[src/rtl/hazard_scoreboard.sv]
// Stall/forward controller for an in-order pipeline driven by pre-decoded Tuse/Tnew fields.
// Tracks in-flight destinations with a Tnew countdown and interlocks HI/LO readers behind a busy MDU.
module hazard_scoreboard #(
  parameter int REG_AW  = 5,
  parameter int NSTAGE  = 3,
  parameter int TW      = 2,
  parameter int MDU_LAT = 5,
  parameter int SELW    = $clog2(NSTAGE + 1)
) (
  input  logic              clk,
  input  logic              reset,
  input  logic              d_valid,
  input  logic [REG_AW-1:0] d_rs,
  input  logic [REG_AW-1:0] d_rt,
  input  logic [TW-1:0]     d_tuse_rs,
  input  logic [TW-1:0]     d_tuse_rt,
  input  logic [REG_AW-1:0] d_waddr,
  input  logic [TW-1:0]     d_tnew,
  input  logic              d_md_start,
  input  logic              d_md_use,
  output logic              stall,
  output logic [SELW-1:0]   d_fwd_rs,
  output logic [SELW-1:0]   d_fwd_rt,
  output logic [SELW-1:0]   e_fwd_rs,
  output logic [SELW-1:0]   e_fwd_rt
);

  localparam int CW = 4;
  localparam logic [CW-1:0] MDU_LOAD = CW'(MDU_LAT);

  typedef struct packed {
    logic            hit;
    logic [SELW-1:0] sel;
    logic [TW-1:0]   tnew;
  } match_t;

  // Index 1 is E, index NSTAGE is W; source registers and the MDU flag only matter in E.
  logic [NSTAGE:1][REG_AW-1:0] waddr_r;
  logic [NSTAGE:1][TW-1:0]     tnew_r;
  logic [REG_AW-1:0]           e_rs_r;
  logic [REG_AW-1:0]           e_rt_r;
  logic                        e_md_r;
  logic [CW-1:0]               mdu_cnt_r;

  match_t d_rs_m_s;
  match_t d_rt_m_s;
  match_t e_rs_m_s;
  match_t e_rt_m_s;
  logic   md_block_s;
  logic   stall_s;
  logic   issue_s;

  // Walk oldest to youngest so the youngest hit overwrites any older one.
  function automatic match_t youngest_match(
    input logic [REG_AW-1:0]           addr,
    input int                          first,
    input logic [NSTAGE:1][REG_AW-1:0] waddr,
    input logic [NSTAGE:1][TW-1:0]     tnew
  );
    match_t m;
    logic   hit;
    m = '0;
    for (int s = NSTAGE; s >= 1; s--) begin
      hit = (s >= first) && (addr != '0) && (waddr[s] == addr);
      m   = hit ? {1'b1, SELW'(s), tnew[s]} : m;
    end
    return m;
  endfunction

  function automatic logic [SELW-1:0] fwd_sel(input match_t m);
    return (m.hit && (m.tnew == '0)) ? m.sel : '0;
  endfunction

  // Operand matching and the D-stage stall decision.
  always_comb begin
    d_rs_m_s   = youngest_match(d_rs, 1, waddr_r, tnew_r);
    d_rt_m_s   = youngest_match(d_rt, 1, waddr_r, tnew_r);
    e_rs_m_s   = youngest_match(e_rs_r, 2, waddr_r, tnew_r);
    e_rt_m_s   = youngest_match(e_rt_r, 2, waddr_r, tnew_r);
    md_block_s = d_md_use && ((mdu_cnt_r != '0) || e_md_r);
    stall_s    = d_valid && ((d_rs_m_s.hit && (d_rs_m_s.tnew > d_tuse_rs)) ||
                             (d_rt_m_s.hit && (d_rt_m_s.tnew > d_tuse_rt)) ||
                             md_block_s);
    issue_s    = d_valid && !stall_s;
  end

  // Output drive; everything reads as idle while reset is held.
  always_comb begin
    stall    = 1'b0;
    d_fwd_rs = '0;
    d_fwd_rt = '0;
    e_fwd_rs = '0;
    e_fwd_rt = '0;
    if (reset) begin
      stall = 1'b0;
    end else begin
      stall    = stall_s;
      d_fwd_rs = fwd_sel(d_rs_m_s);
      d_fwd_rt = fwd_sel(d_rt_m_s);
      e_fwd_rs = fwd_sel(e_rs_m_s);
      e_fwd_rt = fwd_sel(e_rt_m_s);
    end
  end

  // Pipeline advance with saturating Tnew countdown, plus the MDU busy counter.
  always_ff @(posedge clk) begin
    if (reset) begin
      waddr_r   <= '0;
      tnew_r    <= '0;
      e_rs_r    <= '0;
      e_rt_r    <= '0;
      e_md_r    <= 1'b0;
      mdu_cnt_r <= '0;
    end else begin
      for (int s = NSTAGE; s >= 2; s--) begin
        waddr_r[s] <= waddr_r[s-1];
        tnew_r[s]  <= (tnew_r[s-1] == '0) ? '0 : tnew_r[s-1] - 1'b1;
      end
      if (issue_s) begin
        waddr_r[1] <= d_waddr;
        tnew_r[1]  <= d_tnew;
        e_rs_r     <= d_rs;
        e_rt_r     <= d_rt;
        e_md_r     <= d_md_start;
      end else begin
        waddr_r[1] <= '0;
        tnew_r[1]  <= '0;
        e_rs_r     <= '0;
        e_rt_r     <= '0;
        e_md_r     <= 1'b0;
      end
      if (e_md_r) begin
        mdu_cnt_r <= MDU_LOAD;
      end else if (mdu_cnt_r != '0) begin
        mdu_cnt_r <= mdu_cnt_r - 1'b1;
      end else begin
        mdu_cnt_r <= mdu_cnt_r;
      end
    end
  end

endmodule

[config.mk]
export PLATFORM = sky130hd
export DESIGN_NAME = hazard_scoreboard
export DESIGN_NICKNAME = d
export VERILOG_FILES = /design/src/rtl/hazard_scoreboard.sv
export SDC_FILE = /design/constraint.sdc
export NUM_CORES = 1
export LEC_CHECK = 0
export BUFFER_PORTS_ARGS = -buffer_cell sky130_fd_sc_hd__buf_4
export CORE_MARGIN = 1.5
export CORE_UTILIZATION = 40
export CTS_BUF_LIST = sky130_fd_sc_hd__clkbuf_8
export DETAILED_ROUTE_END_ITERATION = 10
export PLACE_DENSITY = 0.66
export REMOVE_ABC_BUFFERS = 1
export SKIP_CTS_REPAIR_TIMING = 1
export SLEW_MARGIN = 0
export SYNTH_ARGS = -nofsm -noshare
export SYNTH_HDL_FRONTEND = slang
export SYNTH_SLANG_ARGS = --single-unit
[constraint.sdc]
create_clock -name clk -period 3.67 [get_ports clk]
set_clock_uncertainty 0.15 [all_clocks]
set_input_delay 0.734 -clock clk [delete_from_list [all_inputs] [get_ports clk]]
set_output_delay 0.734 -clock clk [all_outputs]
set_load 0.02 [all_outputs]
==> results of run 1 <==
cells by family (layout without fill, tap and decap cells):
family / Yosys count / after routing
AND/OR/NAND/NOR: 97 / 97
buffers and inverters: 23 / 95
flip-flops: 36 / 36
XOR/XNOR: 52 / 52
adder cells (fa/ha/maj): 7 / 7
AO/OA/AOI/OAI: 24 / 24
final timing paths:
path / start / to / cells after the start
max: d_rs[0] / stall / 12
max reg2reg: waddr_r[5] / e_rs_r[3] / 12
min: tnew_r[0] / tnew_r[2] / 1
min reg2reg: tnew_r[0] / tnew_r[2] / 1
cells in the mapped netlist (all sizes together):
master    n
and4      1
nand2     6
nand3     9
inv      13
a22oi     3
a211oi    1
o31a      1
nand2b    1
a21oi     9
clkbuf    5
nor2     18
and2      3
buf       5
dfxtp    36
nand3b    1
o21a      1
xor2     20
a221oi    1
or4       5
a2bb2oi   2
nor3b     2
nor3     10
a221o     1
a2111oi   4
ha        7
nand4     2
nor4      7
or2       1
o21bai    1
xnor2    32
and3     19
nor2b    12
report_power, final:
group          switching, mW  internal [mW]  total (mW)
registers             0.0385          0.432       0.470
logic                  0.199          0.198       0.397
clock network          0.138          0.150       0.288
total                  0.376          0.779        1.15
registers in the layout, summed over array words and instances (netlist names):
signal / cells
waddr_r: 15
tnew_r: 6
e_rs_r: 5
e_rt_r: 5
mdu_cnt_r: 4
e_md_r: 1
area by class of cell:
cell class	instances	area [µm²]
Tap cell	70	87.58
Multi-Input combinational cell	180	1394
Inverter	13	48.80
Clock inverter	2	11.26
Timing Repair Buffer	74	579.3
Sequential cell	36	720.7
Clock buffer	6	82.58
Fill cell	482	2216
worst max-delay path, delay by kind of cell:
| kind | cells | cell delay (ns) |
|---|---|---|
| adder cells (fa/ha/maj) | 1 | 0.34 |
| buffers and inverters | 2 | 0.26 |
| AO/OA/AOI/OAI | 4 | 0.84 |
| AND/OR/NAND/NOR | 5 | 0.99 |
routing by layer:
metal | wire (µm) | up-vias
met5 | 0 | -
met4 | 52 | 0
met2 | 2645 | 30
met1 | 2500 | 865
li1 | - | 967
met3 | 153 | 4
==> results.ini, run 1 <==
[synthesis]
synth_top_family_by_area=simple AND/OR/NAND/NOR gates
yosys-top-cells-area=dfxtp_1 (34%), xnor2_1 (13%), xor2_1 (8.2%)
synth-seq-cells=36
ys_seq_area_share_pct=33.68
synth.distinct_cells=41
synth_top_area_share_pct=33.68
syn-instance-count=239
synth_warnings=0
synthAdderAreaFrac_pct=4.094
syn_avg_cell_area_um2=8.952
synthesis.area_mm2=0.002140
synth-simple-area-share_pct=27.02
synth_xor_area_share_pct=21.29
synth_compound_area_share_pct=9.181
synth.area.mux_share_pct=0
yosysTopAreaCell=dfxtp_1

[cts]
cts_tree=done
cts_made_buffers=5
cts_num_sinks=36
cts_buffer_depth=2
clk_pin_slew_ns=0.07
clock_latency_ns=0.28
cts-root-buf=clkbuf_8
htree_levels=2

[sta]
whs_ns=0.2726
fin_crit_ns=4.056
finalWorstSetupSlack_ns=-0.3858
tightestPinTransition_ns=1.076
fin_crit_sh_pct=110.5
relSlewSlack_pct=28.10
fmax_mhz=246.6
finalHoldViolations=0
drv_slew=0
setup_tns_ns=-0.3858
finalSetupViolCount=1
rsz0062_at_grt=yes

[routing]
drc=0
vias=1866
ant_nets=0
finalWirelength_um=5352
wire_per_inst_um=14.05
drt_iter0_markers=44
vias_per_cell=4.898
first_pass_iters=4

[layout]
finalInstanceArea_mm2=0.002924
layout_common_cells=buf_4 (71), dfxtp_1 (36), xnor2_1 (31)
antenna_cells=0
final_common_cell=buf_4
stdcell_count=381
drive_gt1_share_pct=31.83
fin_util_pct=56.89
nNetsFinal=343
areaGrowthSynthToFinish_pct=36.67

[global_routing]
grt_pass1_vias=1855
overflow=0
grt_max_degree=27
met2_usage_pct=32.25
grt_pass1_wl_um=8611
use_met3_pct=3.353
grt_antenna_before_repair=0
top_usage_layer=met2
use_met1_pct=23.47
grtUsageTotal_pct=18.56

[placement]
placed_area_mm2=0.002720
dp.final_hpwl_um=4021
gp_routability_congestion=0.8707
dpl.cell_count=370
dp_slack_ns=-0.5209
placement.io_buffers=34

[setup_path]
critical_path.max_fanout=4
crit_path_frequent_cell=a2111oi_4
r2r_slack_ns=0.66
crit_chain=buf_8 > or4_4 > nor2_8 > nor2_4 > a221oi_2 > nor2_1 > ha_1 > a21oi_4 > a2111oi_4 > a2111oi_4 > nor2b_1 > buf_4
cp_slowest_stage_delay_ns=0.56
critPathRequiredTime_ns=2.79
cp_slowest_cell=or4_4
critPathKind=in2out
endpoint_kind=output port
cp-start-kind=primary input
arrival_ns=3.17

[floorplan]
die-height_um=76.14
start_util_pct=41.63
die_w_um=76.14
core_region_area_mm2=0.005140
rows=26
die-area_mm2=0.005797
ios=35

[power_and_ir_drop]
power_mw=1.155
cellLeakagePower_nw=1.332
ir_worst_vdd_v=0.0001760
powerDensity_mw_per_mm2=394.9

[run_status]
status=complete, but fails checks
violations=setup timing

[run]
max_cap_viol_count=0

[worst_hold_path]
hp-class=reg2reg

Power figures use the tool's default switching activity.
==> inputs of run 2 (changes only) <==
--- a/config.mk
+++ b/config.mk
@@ -6,6 +6,7 @@
 export NUM_CORES = 1
 export LEC_CHECK = 0
 export BUFFER_PORTS_ARGS = -buffer_cell sky130_fd_sc_hd__buf_4
+export CORE_ASPECT_RATIO = 2
 export CORE_MARGIN = 1.5
 export CORE_UTILIZATION = 40
 export CTS_BUF_LIST = sky130_fd_sc_hd__clkbuf_8
==> run 2 against run 1 <==
Compared with the run above: critical path depth unchanged; wire length increased by 6.5%; non-clock buffer count decreased by 5; the run still ends with setup timing left; sequential share of layout area increased by 0.45 points; combinational power decreased by 1%; first-iteration DRC count decreased by 34%; worst hold slack improved by 0.052 ns; largest cell class unchanged; highest routed layer unchanged; maximum frequency decreased by 0.48%; via count increased by 2.0%.
==> results.ini, run 2 (same netlist as run 1, synthesis figures left out) <==
[run_status]
status=complete, but fails checks
violations=setup timing

[power_and_ir_drop]
cellLeakagePower_nw=1.314  ; -1.4%
power_mw=1.255  ; +8.7%
p_int_mw=0.8641  ; +11%
powerDensity_mw_per_mm2=437.2  ; +11%
pwr-share-comb_pct=31.2  ; -3.2 points
p_sw_share_pct=31.18  ; -1.3 points
clkPwrFrac_pct=31.0  ; +6.1 points
ir_worst_vdd_v=0.0004052  ; +130%
seq_power_share_pct=37.8  ; -2.9 points
p_sw_mw=0.3914  ; +4.2%

[cts]
cts_buffer_depth=2  ; unchanged
cts_tree=done
cts_num_sinks=36  ; unchanged
cts-root-buf=clkbuf_8
htree_levels=2  ; unchanged
clock_latency_ns=0.30  ; +0.02 ns
clk_pin_slew_ns=0.08  ; about the same
cts_made_buffers=5  ; unchanged

[worst_hold_path]
hp-class=reg2reg

[layout]
multi_input_area_mm2=0.001365  ; -2.1%
layout_common_cells=buf_4 (66), dfxtp_1 (36), xnor2_1 (32)
top_register=waddr_r
areaGrowthSynthToFinish_pct=34.21
fill_cells=480  ; -0.41%
finalInstanceArea_mm2=0.002872  ; -1.8%
largest_reg_flops=15  ; unchanged
drive_gt1_share_pct=30.39  ; -1.4 points
nNetsFinal=338  ; -1.5%
antenna_cells=0  ; unchanged
layout.area.seq_um2=720.7  ; unchanged
final_common_cell=buf_4
reg_top3=waddr_r x15, tnew_r x6

[run]
max_cap_viol_count=0  ; unchanged

[sta]
whs_ns=0.3247  ; +0.05203 ns
finalHoldViolations=0  ; unchanged
rsz0062_at_grt=yes
finalSetupViolCount=1  ; unchanged
fin_crit_ns=4.076  ; +0.01967 ns
setup_tns_ns=-0.4055  ; -0.01967 ns
relSlewSlack_pct=71.21  ; +43 points
drv_slew=0  ; unchanged
fmax_mhz=245.4  ; -0.48%
finalWorstSetupSlack_ns=-0.4055  ; -0.01967 ns
fin_crit_sh_pct=111.0  ; +0.54 points
tightestPinTransition_ns=0.4287  ; -0.6475 ns

[routing]
vias_per_cell=5.231  ; +6.8%
ant_nets=0  ; unchanged
first_pass_iters=4  ; unchanged
wire_per_inst_um=15.66  ; +11%
drc=0  ; unchanged
drt_iter0_markers=29  ; -34%
finalWirelength_um=5699  ; +6.5%
vias=1904  ; +2.0%

[setup_path]
cp-start-kind=primary input
critPathRequiredTime_ns=2.79  ; about the same
endpoint_kind=output port
critPathKind=in2out
arrival_ns=3.19  ; +0.02 ns
critical_path.max_fanout=4  ; unchanged

[global_routing]
grt_pass1_wl_um=9211  ; +7.0%
overflow=0  ; unchanged
grtUsageTotal_pct=22.31  ; +3.7 points
grt_antenna_before_repair=0  ; unchanged
grt_pass1_vias=1963  ; +5.8%
grt_max_degree=28  ; +3.7%

[floorplan]
core_region_area_mm2=0.005139  ; about the same
ios=35  ; unchanged
die-height_um=106.4  ; +40%
rows=37  ; +42%
die_w_um=54.72  ; -28%
die-area_mm2=0.005823  ; +0.46%
start_util_pct=41.64  ; about the same

[placement]
placement.io_buffers=34  ; unchanged
placed_area_mm2=0.002683  ; -1.4%
dp.final_hpwl_um=4580  ; +14%
gp_routability_congestion=0.8684  ; -0.26%

-- run 2: cell types whose count changed in the layout (fill, tap and decap cells not counted), sizes merged --
| cell | previous run | this run |
|---|---|---|
| inv | 14 | 13 |
| buf | 74 | 69 |
| bufinv | 0 | 1 |
| clkbuf | 6 | 7 |
| clkinvlp | 1 | 0 |
-- run 2: through the flow --
stage          cells  util (%)  setup WS [ns]
5_1_grt          364     55.88        -0.5018
3_3_place_gp     355     52.20        -0.4330
3_5_place_dp     355     52.20        -0.5147
6_report         364     55.88        -0.4055
4_1_cts          363     54.66        -0.5237
2_1_floorplan    229         -        -0.4446
-- run 2: final cells by class --
| type | instances | share of cell area [%] |
|---|---|---|
| clock buffer | 7 | 3.355 |
| clock inverter | 1 | 1.046 |
| inverter | 13 | 1.699 |
| multi-input combinational | 180 | 47.54 |
| sequential | 36 | 25.10 |
| tap | 58 | 2.527 |
| timing repair buffer | 69 | 18.74 |
-- run 2: worst max-delay path, cell delays in order --
cell and delay, ns:
buf_6 0.09, or4_4 0.56, nor2_8 0.20, nor2_4 0.07, a221oi_2 0.27, nor2_1 0.07, ha_1 0.30, a21oi_2 0.23
nor2_2 0.08, a2111oi_4 0.33, nor2b_1 0.09, buf_4 0.16
-- run 2: worst paths after layout --
kind | to | cells past startpoint | from | slack (ns)
hold reg to reg | tnew_r[2] | 1 | tnew_r[0] | 0.32
hold / removal | tnew_r[2] | 1 | tnew_r[0] | 0.32
setup reg to reg | e_rt_r[1] | 12 | waddr_r[5] | 0.54
setup / recovery | stall | 12 | d_rs[1] | -0.41
-- run 2: power by group through the flow --
stage,registers [mW],logic (mW),clock network [mW]
after global placement,0.483,0.371,0
after floorplan,0.470,0.248,0
after CTS,0.475,0.386,0.397
after detailed placement,0.484,0.385,0
final,0.474,0.392,0.390
after global routing,0.479,0.430,0.415
-- run 2: per-layer routing --
layer | part of all wire [%] | global-route usage (%)
met1 | 33 | 20.66
met2 | 59 | 40.99
met3 | 2.6 | 4.073
met4 | 5.4 | 13.21
met5 | 0 | 0
